[src/rtl/display_pkg.sv]
// Shared character codes, glyphs, mode encodings and the message ROM
// for the scrolling seven-segment message display.
package display_pkg;

  typedef enum logic [3:0] {
    CH_E,
    CH_A,
    CH_S,
    CH_Y,
    CH_H,
    CH_R,
    CH_D,
    CH_L,
    CH_DASH,
    CH_BLANK
  } char_t;

  // Active-low segment patterns, bit order {g,f,e,d,c,b,a}
  localparam logic [6:0] GLYPH_E     = 7'b0000110;
  localparam logic [6:0] GLYPH_A     = 7'b0001000;
  localparam logic [6:0] GLYPH_S     = 7'b0010010;
  localparam logic [6:0] GLYPH_Y     = 7'b0010001;
  localparam logic [6:0] GLYPH_H     = 7'b0001001;
  localparam logic [6:0] GLYPH_R     = 7'b0101111;
  localparam logic [6:0] GLYPH_D     = 7'b0100001;
  localparam logic [6:0] GLYPH_L     = 7'b1000111;
  localparam logic [6:0] GLYPH_DASH  = 7'b0111111;
  localparam logic [6:0] GLYPH_BLANK = 7'b1111111;

  localparam logic [1:0] MODE_STATIC = 2'd0;
  localparam logic [1:0] MODE_SCROLL = 2'd1;
  localparam logic [1:0] MODE_BLINK  = 2'd2;
  localparam logic [1:0] MODE_RSVD   = 2'd3;

  function automatic char_t msg_rom(input logic [1:0] sel, input logic [1:0] idx);
    char_t ch;
    ch = CH_BLANK;
    case (sel)
      2'd0: case (idx)
        2'd0: ch = CH_E;
        2'd1: ch = CH_A;
        2'd2: ch = CH_S;
        default: ch = CH_Y;
      endcase
      2'd1: case (idx)
        2'd0: ch = CH_H;
        2'd1: ch = CH_A;
        2'd2: ch = CH_R;
        default: ch = CH_D;
      endcase
      2'd2: case (idx)
        2'd0: ch = CH_H;
        2'd1: ch = CH_E;
        default: ch = CH_L;
      endcase
      default: ch = CH_DASH;
    endcase
    return ch;
  endfunction

endpackage

[src/rtl/seg7_char_decode.sv]
// Combinational character code to active-low seven-segment glyph.
module seg7_char_decode
  import display_pkg::*;
(
  input  char_t      ch,
  output logic [6:0] glyph
);

  always_comb begin
    glyph = GLYPH_BLANK;
    case (ch)
      CH_E:    glyph = GLYPH_E;
      CH_A:    glyph = GLYPH_A;
      CH_S:    glyph = GLYPH_S;
      CH_Y:    glyph = GLYPH_Y;
      CH_H:    glyph = GLYPH_H;
      CH_R:    glyph = GLYPH_R;
      CH_D:    glyph = GLYPH_D;
      CH_L:    glyph = GLYPH_L;
      CH_DASH: glyph = GLYPH_DASH;
      default: glyph = GLYPH_BLANK;
    endcase
  end

endmodule

[src/rtl/msg_scroll_display.sv]
// Multi-digit message display with static, right-to-left scroll and blink
// modes; all outputs registered one cycle behind the display state.
module msg_scroll_display
  import display_pkg::*;
#(
  parameter int NUM_DIGITS = 4,
  parameter int MSG_LEN    = 4,
  parameter int SCROLL_DIV = 15_000_000,
  parameter int BLINK_DIV  = 25_000_000
) (
  input  logic                    clk,
  input  logic                    reset,
  input  logic [1:0]              msg_sel,
  input  logic [1:0]              mode,
  input  logic                    load,
  output logic [7*NUM_DIGITS-1:0] hex_out,
  output logic                    wrap
);

  localparam int SEQ_LEN = MSG_LEN + NUM_DIGITS;
  localparam int PW      = $clog2(SEQ_LEN);
  localparam int SW      = $clog2(SCROLL_DIV);
  localparam int BW      = $clog2(BLINK_DIV);

  localparam logic [PW:0]   SEQ_LEN_W  = (PW+1)'(SEQ_LEN);
  localparam logic [PW:0]   MSG_LEN_W  = (PW+1)'(MSG_LEN);
  localparam logic [PW:0]   ROM_LEN_W  = (PW+1)'(4);
  localparam logic [PW-1:0] POS_LAST   = PW'(SEQ_LEN - 1);
  localparam logic [SW-1:0] SCNT_LAST  = SW'(SCROLL_DIV - 1);
  localparam logic [BW-1:0] BCNT_LAST  = BW'(BLINK_DIV - 1);

  logic [1:0]    msg_reg;
  logic [1:0]    mode_reg;
  logic [PW-1:0] pos_reg;
  logic          blink_on_reg;
  logic [SW-1:0] scnt_reg;
  logic [BW-1:0] bcnt_reg;

  logic                    scroll_tick;
  logic                    blink_tick;
  logic [7*NUM_DIGITS-1:0] glyph_bus;

  assign scroll_tick = (scnt_reg == SCNT_LAST);
  assign blink_tick  = (bcnt_reg == BCNT_LAST);

  // Digit gi sits at bit slice gi; its left-to-right position is k.
  for (genvar gi = 0; gi < NUM_DIGITS; gi++) begin : g_digit
    localparam logic [PW:0] K_W = (PW+1)'(NUM_DIGITS - 1 - gi);

    logic [PW:0] sum;
    logic [PW:0] idx;
    char_t       ch;
    logic [6:0]  glyph;

    always_comb begin
      sum = {1'b0, pos_reg} + K_W;
      // pos+k stays below 2L, so one conditional subtract is a full modulo
      idx = (mode_reg == MODE_SCROLL) ? ((sum >= SEQ_LEN_W) ? sum - SEQ_LEN_W : sum) : K_W;
      if (mode_reg == MODE_BLINK && !blink_on_reg) begin
        ch = CH_BLANK;
      end else if (idx < MSG_LEN_W && idx < ROM_LEN_W) begin
        ch = msg_rom(msg_reg, idx[1:0]);
      end else begin
        ch = CH_BLANK;
      end
    end

    seg7_char_decode u_decode (
      .ch    (ch),
      .glyph (glyph)
    );

    assign glyph_bus[gi*7 +: 7] = glyph;
  end

  always_ff @(posedge clk) begin
    if (reset) begin
      msg_reg      <= 2'd0;
      mode_reg     <= MODE_STATIC;
      pos_reg      <= '0;
      blink_on_reg <= 1'b1;
      scnt_reg     <= '0;
      bcnt_reg     <= '0;
      hex_out      <= '1;
      wrap         <= 1'b0;
    end else begin
      hex_out  <= glyph_bus;
      wrap     <= 1'b0;
      scnt_reg <= scroll_tick ? '0 : scnt_reg + SW'(1);
      bcnt_reg <= blink_tick ? '0 : bcnt_reg + BW'(1);
      if (load) begin
        msg_reg      <= msg_sel;
        mode_reg     <= mode;
        pos_reg      <= '0;
        blink_on_reg <= 1'b1;
        scnt_reg     <= '0;
        bcnt_reg     <= '0;
      end else begin
        if (scroll_tick && mode_reg == MODE_SCROLL) begin
          if (pos_reg == POS_LAST) begin
            pos_reg <= '0;
            wrap    <= 1'b1;
          end else begin
            pos_reg <= pos_reg + PW'(1);
          end
        end
        if (blink_tick) begin
          blink_on_reg <= ~blink_on_reg;
        end
      end
    end
  end

endmodule
[config.mk]
export PLATFORM = sky130hd
export DESIGN_NAME = msg_scroll_display
export DESIGN_NICKNAME = d
export VERILOG_FILES = /design/src/rtl/display_pkg.sv /design/src/rtl/seg7_char_decode.sv /design/src/rtl/msg_scroll_display.sv
export SDC_FILE = /design/constraint.sdc
export NUM_CORES = 1
export LEC_CHECK = 0
export CORE_ASPECT_RATIO = 0.9
export CORE_UTILIZATION = 45
export DETAILED_ROUTE_END_ITERATION = 12
export PLACE_DENSITY = 0.68
export REMOVE_ABC_BUFFERS = 1
export SYNTH_ARGS = -nofsm -noshare
export SYNTH_HDL_FRONTEND = slang
export SYNTH_HIERARCHICAL = 1
export SYNTH_SLANG_ARGS = --single-unit
[constraint.sdc]
create_clock -name clk -period 2.95 [get_ports clk]
set_clock_uncertainty 0.05 [all_clocks]
set_input_delay 0.59 -clock clk [delete_from_list [all_inputs] [get_ports clk]]
set_output_delay 0.59 -clock clk [all_outputs]
set_load 0.03 [all_outputs]
# Yosys cells after proc, flatten, opt, wreduce, memory -nomap -nowiden
# Memory sizes are Yosys's and may differ from the RTL's. A register that Yosys moved wholly into a read port is not among the register bits.
# Index checks and enable logic that the tools add are counted.
[word_totals]
regBits = 58
romBits = 448
mem_count = 4
[classes]
addsub = 10
n_mux = 34
eq_ne = 15
order_cmp = 8
n_reduce_logical = 12
n_bitwise = 2
[mem_list]
columns = ["name", "words", "width", "read_ports", "rd_clocked_by_memory_dff", "write_ports", "line_no", "text"]
rows = [
  ["(no name shown)", 16, 7, 1, 1, 0, "seg7_char_decode.sv:11", "case (ch)"],
  ["(no name shown)", 16, 7, 1, 1, 0, "seg7_char_decode.sv:11", ""],
  ["(no name shown)", 16, 7, 1, 1, 0, "seg7_char_decode.sv:11", ""],
  ["(no name shown)", 16, 7, 1, 1, 0, "seg7_char_decode.sv:11", ""],
]
[op_table]
columns = ["cell", "n"]
rows = [
  ["$mux W4", 16],
  ["$pmux W4 S3", 4],
  ["$pmux W3 S3", 4],
  ["$add A25 B1 Y25 const B", 1],
  ["$eq A25 B25 Y1 const B", 1],
  ["$add A24 B1 Y24 const B", 1],
  ["$eq A24 B24 Y1 const B", 1],
  ["$pmux W2 S3", 4],
  ["$pmux W3 S2", 4],
  ["$lt A4 B3 Y1 const B", 4],
  ["$eq A2 B1 Y1 const B", 6],
  ["$eq A2 B2 Y1 const B", 6],
  ["$ge A4 B4 Y1 const B", 3],
  ["$sub A4 B4 Y4 const B", 3],
  ["$logic_not A2 Y1", 5],
  ["$reduce_or A3 Y1", 3],
  ["$add A3 B2 Y4 const B", 2],
  ["$add A3 B1 Y4 const B", 1],
  ["$ge A3 B4 Y1 const B", 1],
  ["$sub A3 B4 Y4 const B", 1],
  ["$add A3 B1 Y3 const B", 1],
  ["$eq A3 B3 Y1 const B", 1],
  ["$mux W3", 1],
  ["$logic_and A1 B1 Y1", 2],
  ["other kinds (4)", 5],
]

# Logic depth before layout (Yosys ltp)
# Gate-level depths: netlist of the first run.
[depth]
word_depth = 9
mapped_depth = 14

# Hierarchy
# The synthesis of the first run kept the hierarchy.
[by_module_without_submodules]
columns = ["module", "area_per_inst_um2", "cells_each", "instances"]
rows = [
  ["msg_scroll_display", 3911.3, 437, 1],
  ["seg7_char_decode at g_digit[1].u_decode ...", 143.9, 19, 3],
  ["seg7_char_decode at g_digit[0].u_decode", 130.1, 21, 1],
]

# Worst setup path before layout of the first run
# OpenSTA, ideal clock, no wires.
[synth_path]
path_kind = "reg2reg"
from = "reg mode_reg[0]"
to = "reg hex_out[16]"
path_stages_with_launch = 14
period_less_slack_ns = 3.123
t_arrival_ns = 2.949
slack_ns = -0.173
setup_ns = 0.123
cell_sequence = "dfxtp_1 > nor2b_1 > clkbuf_1 > nand2_1 > ha_1 > or4b_2 > a21oi_1 > a21oi_1 > nor2_1 > inv_1 > ha_1 > nor2b_1 > a211o_1 > or2_2"
[synth_via]
elab_chain_len = 7
elab_cells_between_ends = 14
classes_between = "order compare (1); eq/ne (4); mux (7); reduce/logical (2)"
[synth_lines]
columns = ["element", "line_no", "text"]
rows = [
  ["start, declared", "msg_scroll_display.sv:33", "logic [1:0] mode_reg;"],
  ["start signal, assigned", "msg_scroll_display.sv:93", "mode_reg <= mode;"],
  ["$eq A2 B1 Y1", "msg_scroll_display.sv:58", "idx = (mode_reg == MODE_SCROLL) ? ((sum >= SEQ_LEN_W) ? sum - SEQ_LEN_W : sum) : K_W;"],
  ["$mux W4", "msg_scroll_display.sv:58", ""],
  ["$eq A2 B2 Y1 (tied with other cells)", "display_pkg.sv:39, display_pkg.sv:45", ""],
  ["$pmux W3 S3 (tied with other cells)", "display_pkg.sv:45", "2'd1: case (idx)"],
  ["$pmux W4 S3", "display_pkg.sv:38", "case (sel)"],
  ["$mux W4", "msg_scroll_display.sv:61", "end else if (idx < MSG_LEN_W && idx < ROM_LEN_W) begin"],
  ["$mux W4 *", "msg_scroll_display.sv:59", "if (mode_reg == MODE_BLINK && !blink_on_reg) begin"],
  ["named net g_digit[2].ch[1]", "msg_scroll_display.sv:52", "char_t ch;"],
  ["end, declared", "msg_scroll_display.sv:16", "output logic [7*NUM_DIGITS-1:0] hex_out,"],
]
# Mark *: on every way through the listed nets, which the timed path passes. The rest lies on a longest branch.
# A chain may end at the register's enable or synchronous reset.

# Worst setup path after layout of the first run
[layout_path]
from = "reg pos_reg[1]"
to = "reg hex_out[16]"
[layout_via]
elab_chain_len = 9
elab_cells_between_ends = 15
classes_between = "add/sub (2); order compare (2); eq/ne (2); mux (8); reduce/logical (1)"
[layout_lines]
columns = ["element", "line_no", "text"]
rows = [
  ["start, declared", "msg_scroll_display.sv:34", "logic [PW-1:0] pos_reg;"],
  ["start signal, assigned", "msg_scroll_display.sv:104", "pos_reg <= pos_reg + PW'(1);"],
  ["$add A3 B1 Y4 *", "msg_scroll_display.sv:56", "sum = {1'b0, pos_reg} + K_W;"],
  ["$sub A4 B4 Y4 or $ge A4 B4 Y1 (tied branches)", "msg_scroll_display.sv:58", ""],
  ["$mux W4 * (2 in a row)", "msg_scroll_display.sv:58", ""],
  ["$eq A2 B2 Y1 (tied with other cells)", "display_pkg.sv:39, display_pkg.sv:45", ""],
  ["$pmux W3 S3 (tied with other cells)", "display_pkg.sv:45", ""],
  ["$pmux W4 S3", "display_pkg.sv:38", ""],
  ["$mux W4 *", "msg_scroll_display.sv:61", ""],
  ["$mux W4 *", "msg_scroll_display.sv:59", ""],
  ["named net g_digit[2].ch[1]", "msg_scroll_display.sv:52", ""],
]
# Marks and branches as above.

==> flow_metrics.py, run 1 <==
metrics = {
    "pwr": {
        "p_per_area_nw_per_um2": 458,
        "ir_worst_vdd_v": 0.000336,
        "p_leak_nw": 2.09,
    },
    "global_routing": {
        "grt_pass1_wl_mm": 14.7,
        "grt_start_max_net_pins": 25,
        "grt_overflow": 0,
        "grt_util_all_layers": 0.178,
        "antenna_found_initial": 0,
        "grt_pass1_vias": 3299,
    },
    "timing": {
        "holdWs_ns": 0.400,
        "fin_crit_sh": 0.964,
        "max-slew-margin-rel": 0.356,
        "setup_viol": 0,
        "drv_slew": 0,
        "hold_viol_final": 0,
        "tns_ns": 0,
        "tightest_slew_ns": 0.965,
        "period_needed_ns": 2.84,
        "max_freq_mhz": 352,
    },
    "layout": {
        "fillers": 900,
        "insertedDiodeCount": 0,
        "multi_input_area_um2": 2580,
        "largest_reg_flops": 28,
        "drive_gt1_frac": 0.153,
        "register_area_um2": 1720,
        "fin_cells": 695,
        "syn_to_final_growth_pct": 18.9,
        "fin_nets": 606,
    },
    "routing": {
        "drc": 0,
        "drtIter0Drc": 153,
        "post_drt_wl_per_cell_um": 12.5,
        "routed_wl_mm": 8.72,
        "final_antenna_net_count": 0,
        "viasPerCell": 5.27,
        "dr_total_vias": 3660,
        "drtPass1Iterations": 4,
    },
    "clock_tree": {
        "hold_buffers": 0,
        "clk_latency_ns": 0.36,
        "cts_buffers": 9,
        "path_clk_slew_ns": 0.09,
        "htreeDepth": 3,
        "cts.sink_count": 86,
        "tritoncts": "built",
        "clockBufferDepth": 2,
        "cts-root-buf": "clkbuf_8",
    },
    "hold_path": {
        "hold_class": "flop to flop",
        "hold_depth": 1,
    },
    "setup_path": {
        "worst_ep_arrival_time_ns": 3.04,
        "path_class": "flop to flop",
        "worst-r2r-cell-count": 13,
        "critPathTopFamily": "simple AND/OR/NAND/NOR gates",
        "cp_cell_sequence": "inv_1, ha_4, nand2_2, ha_1, or4b_4, a21oi_2, a21oi_1, nor2_1, inv_1, ha_2, nor2b_1, a211o_1, or2_2",
        "cp_common_cell": "inv_1",
        "cp_max_fo": 3,
        "critPathBufInv": 2,
        "cp_slowest_cell": "or4b_4",
        "cp.depth": 13,
        "slowest_delay_ns": 0.52,
        "worst_setup_path_end_kind": "flop",
        "required_ns": 3.15,
        "start_kind": "flop",
    },
    "logic_synthesis": {
        "synth.area.top_cells": "dfxtp_1 38%, ha_1 9.8%, a21oi_1 4.7%",
        "synth_edf_count": 0,
        "synthTopCellsByCount": "86 x dfxtp_1, 46 x nor2_1, 42 x a21oi_1, 35 x ha_1, 32 x or2_2",
        "synthArstFlopShare": 0,
        "synthFlopType": "dfxtp_1",
        "synth_top_cell_by_area": "dfxtp_1",
        "synth_most_common_cell": "dfxtp_1",
        "synth_warnings": 6,
        "seq_area_frac_synth": 0.385,
        "post_synth_num_cell_types": 46,
        "syn_area_um2": 4470,
        "yosysTopAreaCellShare": 0.385,
        "netlist_instances": 515,
        "avgSynthCellArea_um2": 8.69,
        "synth.ff_latch_count": 86,
    },
    "floorplan": {
        "die_h_um": 96.6,
        "core_um2": 9660,
        "rows": 34,
        "dieWidth_um": 107,
        "ios": 36,
        "dieArea_um2": 10300,
        "initial_utilization": 0.463,
    },
    "run": {
        "cap_violations": 0,
    },
    "place": {
        "dp_hpwl_mm": 6.18,
        "portBuffers": 35,
        "gp_congestion": 0.799,
        "place_inst": 676,
    },
    "status": {
        "status": "finished, final reports clean",
    },
}
[final cells by class]
| class | count | share of cell area |
|---|---|---|
| Multi-Input combinational cell | 383 | 0.485 |
| Clock buffer | 9 | 0.0233 |
| Clock inverter | 7 | 0.0179 |
| Tap cell | 126 | 0.0297 |
| Sequential cell | 86 | 0.324 |
| Inverter | 22 | 0.0155 |
| Timing Repair Buffer | 62 | 0.104 |
[where the power goes]
part	switching, mW	internal [mW]
registers	0.0123	1.20
logic	0.171	0.143
clock network	0.431	0.480
total	0.614	1.82
[kinds of logic after synthesis]
group	count (synthesis)	share of synthesized area
adders and majority gates	35	0.0979
buffers and inverters	46	0.0456
muxes	4	0.00895
DFF	86	0.385
AOI/OAI and AO/OA	96	0.129
xor gates and xnor gates	26	0.0509
and+or+nand+nor	222	0.283
[cells in the final DEF, fill, tap and decap left out, drive strengths merged, types with 3 or more instances in the layout]
master / n
a211o: 6
a21o: 5
a21oi: 42
and2: 3
and3: 5
and4: 7
buf: 27
clkbuf: 9
clkdlybuf4s50: 35
dfxtp: 86
ha: 35
inv: 24
mux2i: 4
nand2: 26
nand3: 18
nand4: 16
nor2: 46
nor2b: 11
nor3: 5
nor3b: 5
nor4: 5
nor4b: 3
o21ai: 20
o21bai: 3
o31ai: 13
or2: 32
or3: 15
or4: 16
or4b: 3
xnor2: 10
xor2: 16
[what timing repair did]
item / CTS / global route
endpoints found under the setup margin: 2 / 8
setup buffers: 2 / 1
pin swaps: 1 / 2
resized for setup: 2 / 7
[through the flow]
stage,instance area [um2],power [mW],utilization,setup WS (ns)
6_report,5320,2.44,0.551,0.107
4_1_cts,5280,2.47,0.547,0.00962
3_5_place_dp,5040,1.55,0.522,-0.0737
5_1_grt,5320,2.55,0.551,-0.00917
2_1_floorplan,4350,1.43,-,-0.247
3_3_place_gp,5040,1.55,0.522,-0.0285
[per-layer routing]
metal	vias up	GRT usage	wire length [um]
met1	1679	0.213	4160
met4	0	0.0639	100
met5	-	0	0
li1	1916	-	-
met3	12	0.0490	329
met2	53	0.308	4130
[path summary, 6_finish.rpt]
check,startpoint,end,slack (ns)
hold reg to reg,bcnt_reg[0],bcnt_reg[0],0.40
hold / removal,bcnt_reg[0],bcnt_reg[0],0.40
setup reg to reg,pos_reg[1],hex_out[16],0.11
setup / recovery,pos_reg[1],hex_out[16],0.11
Note: power is estimated with default switching activity, not from simulation.
==> inputs of run 2 (changes only) <==
Settings changed: TNS_END_PERCENT set to 1.
==> results of run 2 <==
The final DEF is identical to that of run 1; final timing and power are the same.
